[src/rtl/alu_ctrl_pkg.sv]
// Shared definitions for the accumulator ALU controller: opcodes, FSM states
// and the default datapath width.
package alu_ctrl_pkg;

  localparam int ALU_WIDTH_DEFAULT = 16;

  typedef enum logic [2:0] {
    OP_ADD     = 3'b000,
    OP_SUB     = 3'b001,
    OP_AND     = 3'b010,
    OP_OR      = 3'b011,
    OP_ACC_ADD = 3'b100,
    OP_ACC_SUB = 3'b101,
    OP_ACC_CLR = 3'b110,
    OP_ACC_LD  = 3'b111
  } op_e;

  typedef enum logic [1:0] {
    ST_IDLE = 2'd0,
    ST_EXEC = 2'd1,
    ST_RESP = 2'd2
  } state_e;

  // Accumulating arithmetic takes its A operand from the accumulator.
  function automatic logic op_uses_acc(input op_e op);
    return (op == OP_ACC_ADD) || (op == OP_ACC_SUB);
  endfunction

  // Every ACC_* opcode leaves its result in the accumulator.
  function automatic logic op_writes_acc(input op_e op);
    return (op == OP_ACC_ADD) || (op == OP_ACC_SUB) ||
           (op == OP_ACC_CLR) || (op == OP_ACC_LD);
  endfunction

endpackage

[src/rtl/alu16_core.sv]
// Purely combinational ALU: add/sub with carry-borrow and signed overflow,
// bitwise AND/OR, clear and pass-through of A.
module alu16_core
  import alu_ctrl_pkg::*;
#(
  parameter int WIDTH = ALU_WIDTH_DEFAULT
) (
  input  logic [WIDTH-1:0] a,
  input  logic [WIDTH-1:0] b,
  input  logic [2:0]       op,
  output logic [WIDTH-1:0] res,
  output logic             c,
  output logic             z,
  output logic             o
);

  logic [WIDTH:0] w_sum;
  logic [WIDTH:0] w_diff;

  assign w_sum  = {1'b0, a} + {1'b0, b};
  assign w_diff = {1'b0, a} - {1'b0, b};

  always_comb begin
    res = '0;
    c   = 1'b0;
    o   = 1'b0;
    case (op_e'(op))
      OP_ADD, OP_ACC_ADD: begin
        res = w_sum[WIDTH-1:0];
        c   = w_sum[WIDTH];
        // Same-sign operands producing an opposite-sign result
        o   = (a[WIDTH-1] == b[WIDTH-1]) && (w_sum[WIDTH-1] != a[WIDTH-1]);
      end
      OP_SUB, OP_ACC_SUB: begin
        res = w_diff[WIDTH-1:0];
        c   = w_diff[WIDTH];
        o   = (a[WIDTH-1] != b[WIDTH-1]) && (w_diff[WIDTH-1] != a[WIDTH-1]);
      end
      OP_AND:     res = a & b;
      OP_OR:      res = a | b;
      OP_ACC_CLR: res = '0;
      OP_ACC_LD:  res = a;
      default:    res = '0;
    endcase
  end

  assign z = (res == '0);

endmodule

[src/rtl/alu_ctrl.sv]
// Command/response wrapper around alu16_core: IDLE->EXEC->RESP handshake FSM,
// operand and response registers, accumulator and completed-response counter.
module alu_ctrl
  import alu_ctrl_pkg::*;
#(
  parameter int WIDTH = ALU_WIDTH_DEFAULT
) (
  input  logic             clk,
  input  logic             rst_n,
  input  logic             cmd_valid,
  output logic             cmd_ready,
  input  logic [2:0]       cmd_op,
  input  logic [WIDTH-1:0] cmd_a,
  input  logic [WIDTH-1:0] cmd_b,
  output logic             rsp_valid,
  input  logic             rsp_ready,
  output logic [WIDTH-1:0] rsp_res,
  output logic             rsp_c,
  output logic             rsp_z,
  output logic             rsp_o,
  output logic [WIDTH-1:0] acc,
  output logic [7:0]       op_cnt
);

  state_e           r_state;
  state_e           w_state_next;
  logic             w_cmd_ready;
  logic             w_rsp_valid;
  logic             w_accept;
  logic             w_done;

  op_e              r_op;
  logic [WIDTH-1:0] r_a;
  logic [WIDTH-1:0] r_b;
  logic [WIDTH-1:0] r_rsp_res;
  logic             r_rsp_c;
  logic             r_rsp_z;
  logic             r_rsp_o;
  logic [WIDTH-1:0] r_acc;
  logic [7:0]       r_op_cnt;

  logic [WIDTH-1:0] w_alu_a;
  logic [WIDTH-1:0] w_alu_res;
  logic             w_alu_c;
  logic             w_alu_z;
  logic             w_alu_o;

  always_ff @(posedge clk or negedge rst_n) begin
    if (!rst_n) begin
      r_state <= ST_IDLE;
    end else begin
      r_state <= w_state_next;
    end
  end

  always_comb begin
    w_state_next = r_state;
    w_cmd_ready  = 1'b0;
    w_rsp_valid  = 1'b0;
    case (r_state)
      ST_IDLE: begin
        w_cmd_ready = 1'b1;
        if (cmd_valid) w_state_next = ST_EXEC;
      end
      ST_EXEC: w_state_next = ST_RESP;
      ST_RESP: begin
        w_rsp_valid = 1'b1;
        if (rsp_ready) w_state_next = ST_IDLE;
      end
      default: w_state_next = ST_IDLE;
    endcase
  end

  assign w_accept = w_cmd_ready & cmd_valid;
  assign w_done   = w_rsp_valid & rsp_ready;
  assign w_alu_a  = op_uses_acc(r_op) ? r_acc : r_a;

  alu16_core #(
    .WIDTH(WIDTH)
  ) u_core (
    .a  (w_alu_a),
    .b  (r_b),
    .op (r_op),
    .res(w_alu_res),
    .c  (w_alu_c),
    .z  (w_alu_z),
    .o  (w_alu_o)
  );

  always_ff @(posedge clk or negedge rst_n) begin
    if (!rst_n) begin
      r_op      <= OP_ADD;
      r_a       <= '0;
      r_b       <= '0;
      r_rsp_res <= '0;
      r_rsp_c   <= 1'b0;
      r_rsp_z   <= 1'b0;
      r_rsp_o   <= 1'b0;
      r_acc     <= '0;
      r_op_cnt  <= '0;
    end else begin
      if (w_accept) begin
        r_op <= op_e'(cmd_op);
        r_a  <= cmd_a;
        r_b  <= cmd_b;
      end
      // The core's result is exactly the new accumulator value for ACC_* ops
      if (r_state == ST_EXEC) begin
        r_rsp_res <= w_alu_res;
        r_rsp_c   <= w_alu_c;
        r_rsp_z   <= w_alu_z;
        r_rsp_o   <= w_alu_o;
        if (op_writes_acc(r_op)) r_acc <= w_alu_res;
      end
      if (w_done) r_op_cnt <= r_op_cnt + 8'd1;
    end
  end

  assign cmd_ready = w_cmd_ready;
  assign rsp_valid = w_rsp_valid;
  assign rsp_res   = r_rsp_res;
  assign rsp_c     = r_rsp_c;
  assign rsp_z     = r_rsp_z;
  assign rsp_o     = r_rsp_o;
  assign acc       = r_acc;
  assign op_cnt    = r_op_cnt;

endmodule

[config.mk]
export PLATFORM = sky130hd
export DESIGN_NAME = alu_ctrl
export DESIGN_NICKNAME = d
export VERILOG_FILES = /design/src/rtl/alu_ctrl_pkg.sv /design/src/rtl/alu16_core.sv /design/src/rtl/alu_ctrl.sv
export SDC_FILE = /design/constraint.sdc
export NUM_CORES = 1
export LEC_CHECK = 0
export CAP_MARGIN = 20
export CORE_MARGIN = 10
export CORE_UTILIZATION = 55
export DETAILED_ROUTE_END_ITERATION = 12
export GPL_TIMING_DRIVEN = 0
export HOLD_SLACK_MARGIN = 0.1
export PLACE_DENSITY = 0.8
export SLEW_MARGIN = 20
export SYNTH_ARGS = -nofsm -noshare
export SYNTH_HDL_FRONTEND = slang
export SYNTH_SLANG_ARGS = --single-unit
[constraint.sdc]
create_clock -name clk -period 6 [get_ports clk]
set_input_delay 1.5 -clock clk [delete_from_list [all_inputs] [get_ports clk]]
set_output_delay 1.5 -clock clk [all_outputs]
set_load 0.02 [all_outputs]
==> impl_summary.md <==
Outcome
The flow ran to the end, and the final reports show no timing, DRC or antenna violations.

Setup path
In this run the critical register-to-register path is captured at rsp_z. STA classifies the critical path endpoint as a register. For the worst setup path, the data required time is around 6.3 ns. The origin of the critical flop-to-flop path is r_op[1]. The worst register-to-register path has a setup slack of approximately 0.27 ns. Counting both buffers and inverters, the worst setup path holds a total of 5. The largest single stage delay on the critical path is ~0.57 ns. The largest delay contributor family on the critical path is compound AO/OA/AOI/OAI gates.

The type of element launching the critical path is a register. In this run the worst path has a maximum fanout of 19. The critical path goes through clkbuf_1, clkbuf_2, nor2_1, clkdlybuf4s18_2, mux2_2, inv_1, ha_1, inv_1, fa_1, a211oi_1, o211ai_1, a31o_1, a2111oi_4, o211a_1, and4_1, nand4b_1, o41ai_2. Counting stages on the worst path, the most repeated cell is sky130_fd_sc_hd__inv_1. For the worst flop-to-flop path, the logic depth is 17.

The type of the setup path with the least slack is reg -> reg. The cell at the slowest stage of the critical path is sky130_fd_sc_hd__a211oi_1. The data arrival time at the worst-slack endpoint is around 6 ns.

Clock tree
The tree is rooted in a sky130_fd_sc_hd__clkbuf_8. The H-tree was split into 3 levels. The number of CTS-inserted buffers is 9.

The number of cells upsized or downsized after cts is 2. The CTS tree is done. The buffer levels on the longest clock path is 2.

The clock slew seen by the registers of the worst setup and hold paths is 0.10 ns. The later-pin clock latency in the skew report is 0.39 ns. After clock tree synthesis, the flow added hold-fix buffers numbering 0. Counting every sink on the clock net gives 80. Post-CTS timing repair inserted 0 buffers for setup.

STA
In this run the tightest slew margin relative to its limit is roughly 38%. The maximum operating frequency is ~0.17 GHz. The number of pins exceeding their max-slew limit in the final report is 0.

The clock arrives with between 0.01 and 0.015 ns of skew. The setup violation total in the final timing report is 0. Setup repair after global routing left no endpoint under its margin. The total negative setup slack is 0 ns. The post-route fraction of the period consumed by the critical path is 95.43%. For the pin with the worst max-slew slack, the measured transition is approximately 0.93 ns. The shortest period the worst path allows is between 5 and 6 ns.

The final hold violation count is 0.

Yosys
After synthesis, the cell types taking the most area are sky130_fd_sc_hd__dfrtp_1 35%, sky130_fd_sc_hd__ha_1 11%, sky130_fd_sc_hd__o21ai_0 5.7%, sky130_fd_sc_hd__mux2_2 5.6%, sky130_fd_sc_hd__nand2_1 5.4%. Of the post-synthesis cell area, the part taken by muxes is 7.363%. After synthesis the netlist holds a flip-flop and latch count of 80. In the synthesized netlist the dominant register cell turns out to be sky130_fd_sc_hd__dfrtp_1. The top-area cell type share of the netlist area is 35.27%. The post-synthesis cell count is about 650. The synthesized netlist devotes ~20% of its cell area to compound gates.

The cell type contributing the most total cell area after synthesis is sky130_fd_sc_hd__dfrtp_1. The number of flops mapped to enable cells by yosys is 0. For this run, asynchronously set or reset flops after synthesis account for 100.0%. The number of distinct library cells after synthesis is between 60 and 70.

The average cell area after synthesis is between 8 and 9 sq um. The synthesized-area fraction occupied by and/or/nand/nor cells is between 10% and 20%. The portion of the post-synthesis area used by sequential elements is between 30% and 40%. The cell with the most instances after synthesis is sky130_fd_sc_hd__nand2_1. For this run, the number of Yosys warnings is 0.

Summing the areas of all fa, ha and maj instances in the mapped netlist gives around an eighth of the synthesized area. Summing the areas of all xor and xnor instances in the mapped netlist gives 3.241% of the synthesized area. The number of nets in the synthesized netlist is roughly 750. After synthesis, the largest family of logic cells by area is compound AO/OA/AOI/OAI gates. The combined area of all synthesized cells is roughly 0.0057 sq mm.

After synthesis, the most frequently instantiated cells are 82 x sky130_fd_sc_hd__nand2_1, 80 x sky130_fd_sc_hd__dfrtp_1, 65 x sky130_fd_sc_hd__o21ai_0.

Hold path
Along the worst hold path, the cell count comes to 1. The critical hold path startpoint is op_cnt[7]. The end point of the worst hold path is op_cnt[7]. The class of the tightest hold or removal check is reg -> reg.

Layout
Counting the fill cells in the layout gives approximately 860. In the final layout, the multi-input gates occupy approximately 0.0034 sq mm. The area overhead of the layout relative to synthesis is 21.58%. In the final layout, the share of cells above drive strength 1 is between 7 and 8%. The area of all sequential standard cells is 0.002002 sq mm. At the end of the flow, the number of nets in the layout was between 800 and 900. The total inserted antenna cells is 0.

Floorplan
The floorplan step set the die height to ~120 um. The full die area is 0.01478 sq mm. The count of standard-cell rows is 37.

The initial core utilization is a little under three fifths. The width of the die is 121.6 um. The number of I/O pins is 84. The total area inside the core boundary comes to 0.01018 sq mm.

Detailed routing
The final layout contains routed wiring with a total length of ~19000 um. The detail-routed via count per cell is roughly 6. The first routing iteration left just over 600 violations. Once detail routing completed, the nets flagged for antenna violations numbered 0. Dividing the detail-routed wire length by the instance count gives 21.15 um.

The post-route DRC violation count is 0. The routed layout has approximately 5300 vias. The first TritonRoute pass finished after 7 iterations.

GRT
The first global-routing pass estimated 29970 um of wire. For this run, the total global-route usage over all layers was measured as between 20% and 30%. Global routing used between 5 and 6% of the available met3 tracks. The number of global-route vias before repair was between 5000 and 6000. The total overflow left after global routing is 0. The number of antenna violations at the first check in global routing is 0.

The global routing usage on met2 is between 40% and 50%. The most utilized layer in the global route result is met2. The global routing usage on met1 is a little under a third. Entering global routing, the biggest net connects 55 pins.

Run
The max-cap violation count is 0.

Placement
At the end of routability-driven placement, the weighted congestion stood at 0.9276. The port buffer count is 83. The HPWL after detailed placement is approximately 14000 um.
==> layer usage <==
metal	up-vias	part of all wire, %
met5	-	0
met4	0	2.2
met3	34	7.3
met2	225	49
met1	2591	42
li1	2454	-
==> how the worst max path moves through the flow <==
stage                 start     endpoint  slack (ns)  cells past startpoint
global route        r_op[1]        rsp_z        0.03                     17
floorplan           r_op[1]  rsp_res[14]        1.44                     19
finish              r_op[1]        rsp_z        0.27                     17
CTS                 r_op[1]        rsp_z        0.09                     17
detailed placement  r_op[1]        rsp_z       -0.50                     18
global placement    r_op[1]        rsp_z       -0.45                     18
==> logic make-up after synthesis <==
family	count (synthesis)
simple gates	196
compound gates	178
buf+inv	89
flops	80
fa+ha+maj	53
mux	37
xor+xnor	21
==> through the flow <==
stage	hold WS (ns)	setup WS, ns	instances	utilization, %	instance area [sq um]
after floorplan	0.4938	1.438	654	-	5675
after global placement	0.4609	-0.4522	873	65.55	6676
after detailed placement	0.4683	-0.4956	874	65.80	6701
after CTS	0.4809	0.09418	889	67.67	6892
after global routing	0.4858	0.02596	888	67.75	6900
final	0.4796	0.2743	888	67.75	6900
==> sequential cells by signal (all words and copies together), names as in the netlist <==
register,flops
r_a,16
rsp_res,16
r_b,16
r_state,2
acc,16
rsp_o,1
rsp_c,1
rsp_z,1
r_op,3
op_cnt,8
==> placed cells by master, fill, tap and decap left out, types with 12 or more instances in the layout <==
master	netlist	final
sky130_fd_sc_hd__a21oi_1	32	32
sky130_fd_sc_hd__a31oi_1	12	12
sky130_fd_sc_hd__clkbuf_1	26	24
sky130_fd_sc_hd__clkdlybuf4s50_1	0	82
sky130_fd_sc_hd__dfrtp_1	80	80
sky130_fd_sc_hd__ha_1	51	51
sky130_fd_sc_hd__inv_1	51	51
sky130_fd_sc_hd__mux2_2	28	28
sky130_fd_sc_hd__nand2_1	82	82
sky130_fd_sc_hd__nor2_1	51	51
sky130_fd_sc_hd__o21ai_0	65	65
sky130_fd_sc_hd__xnor2_1	14	14
==> area by class of cell <==
class / instances / area share, %
inverter: 55 / 2.992
multi-input combinational: 485 / 48.56
tap: 136 / 2.466
sequential: 80 / 29.01
timing repair buffer: 84 / 12.40
clock buffer: 10 / 1.995
buffer: 32 / 1.868
clock inverter: 6 / 0.7072
Power is left out: the tool's default activity adds up to more than one toggle a clock period on the data nets, which glitch-free logic cannot reach.
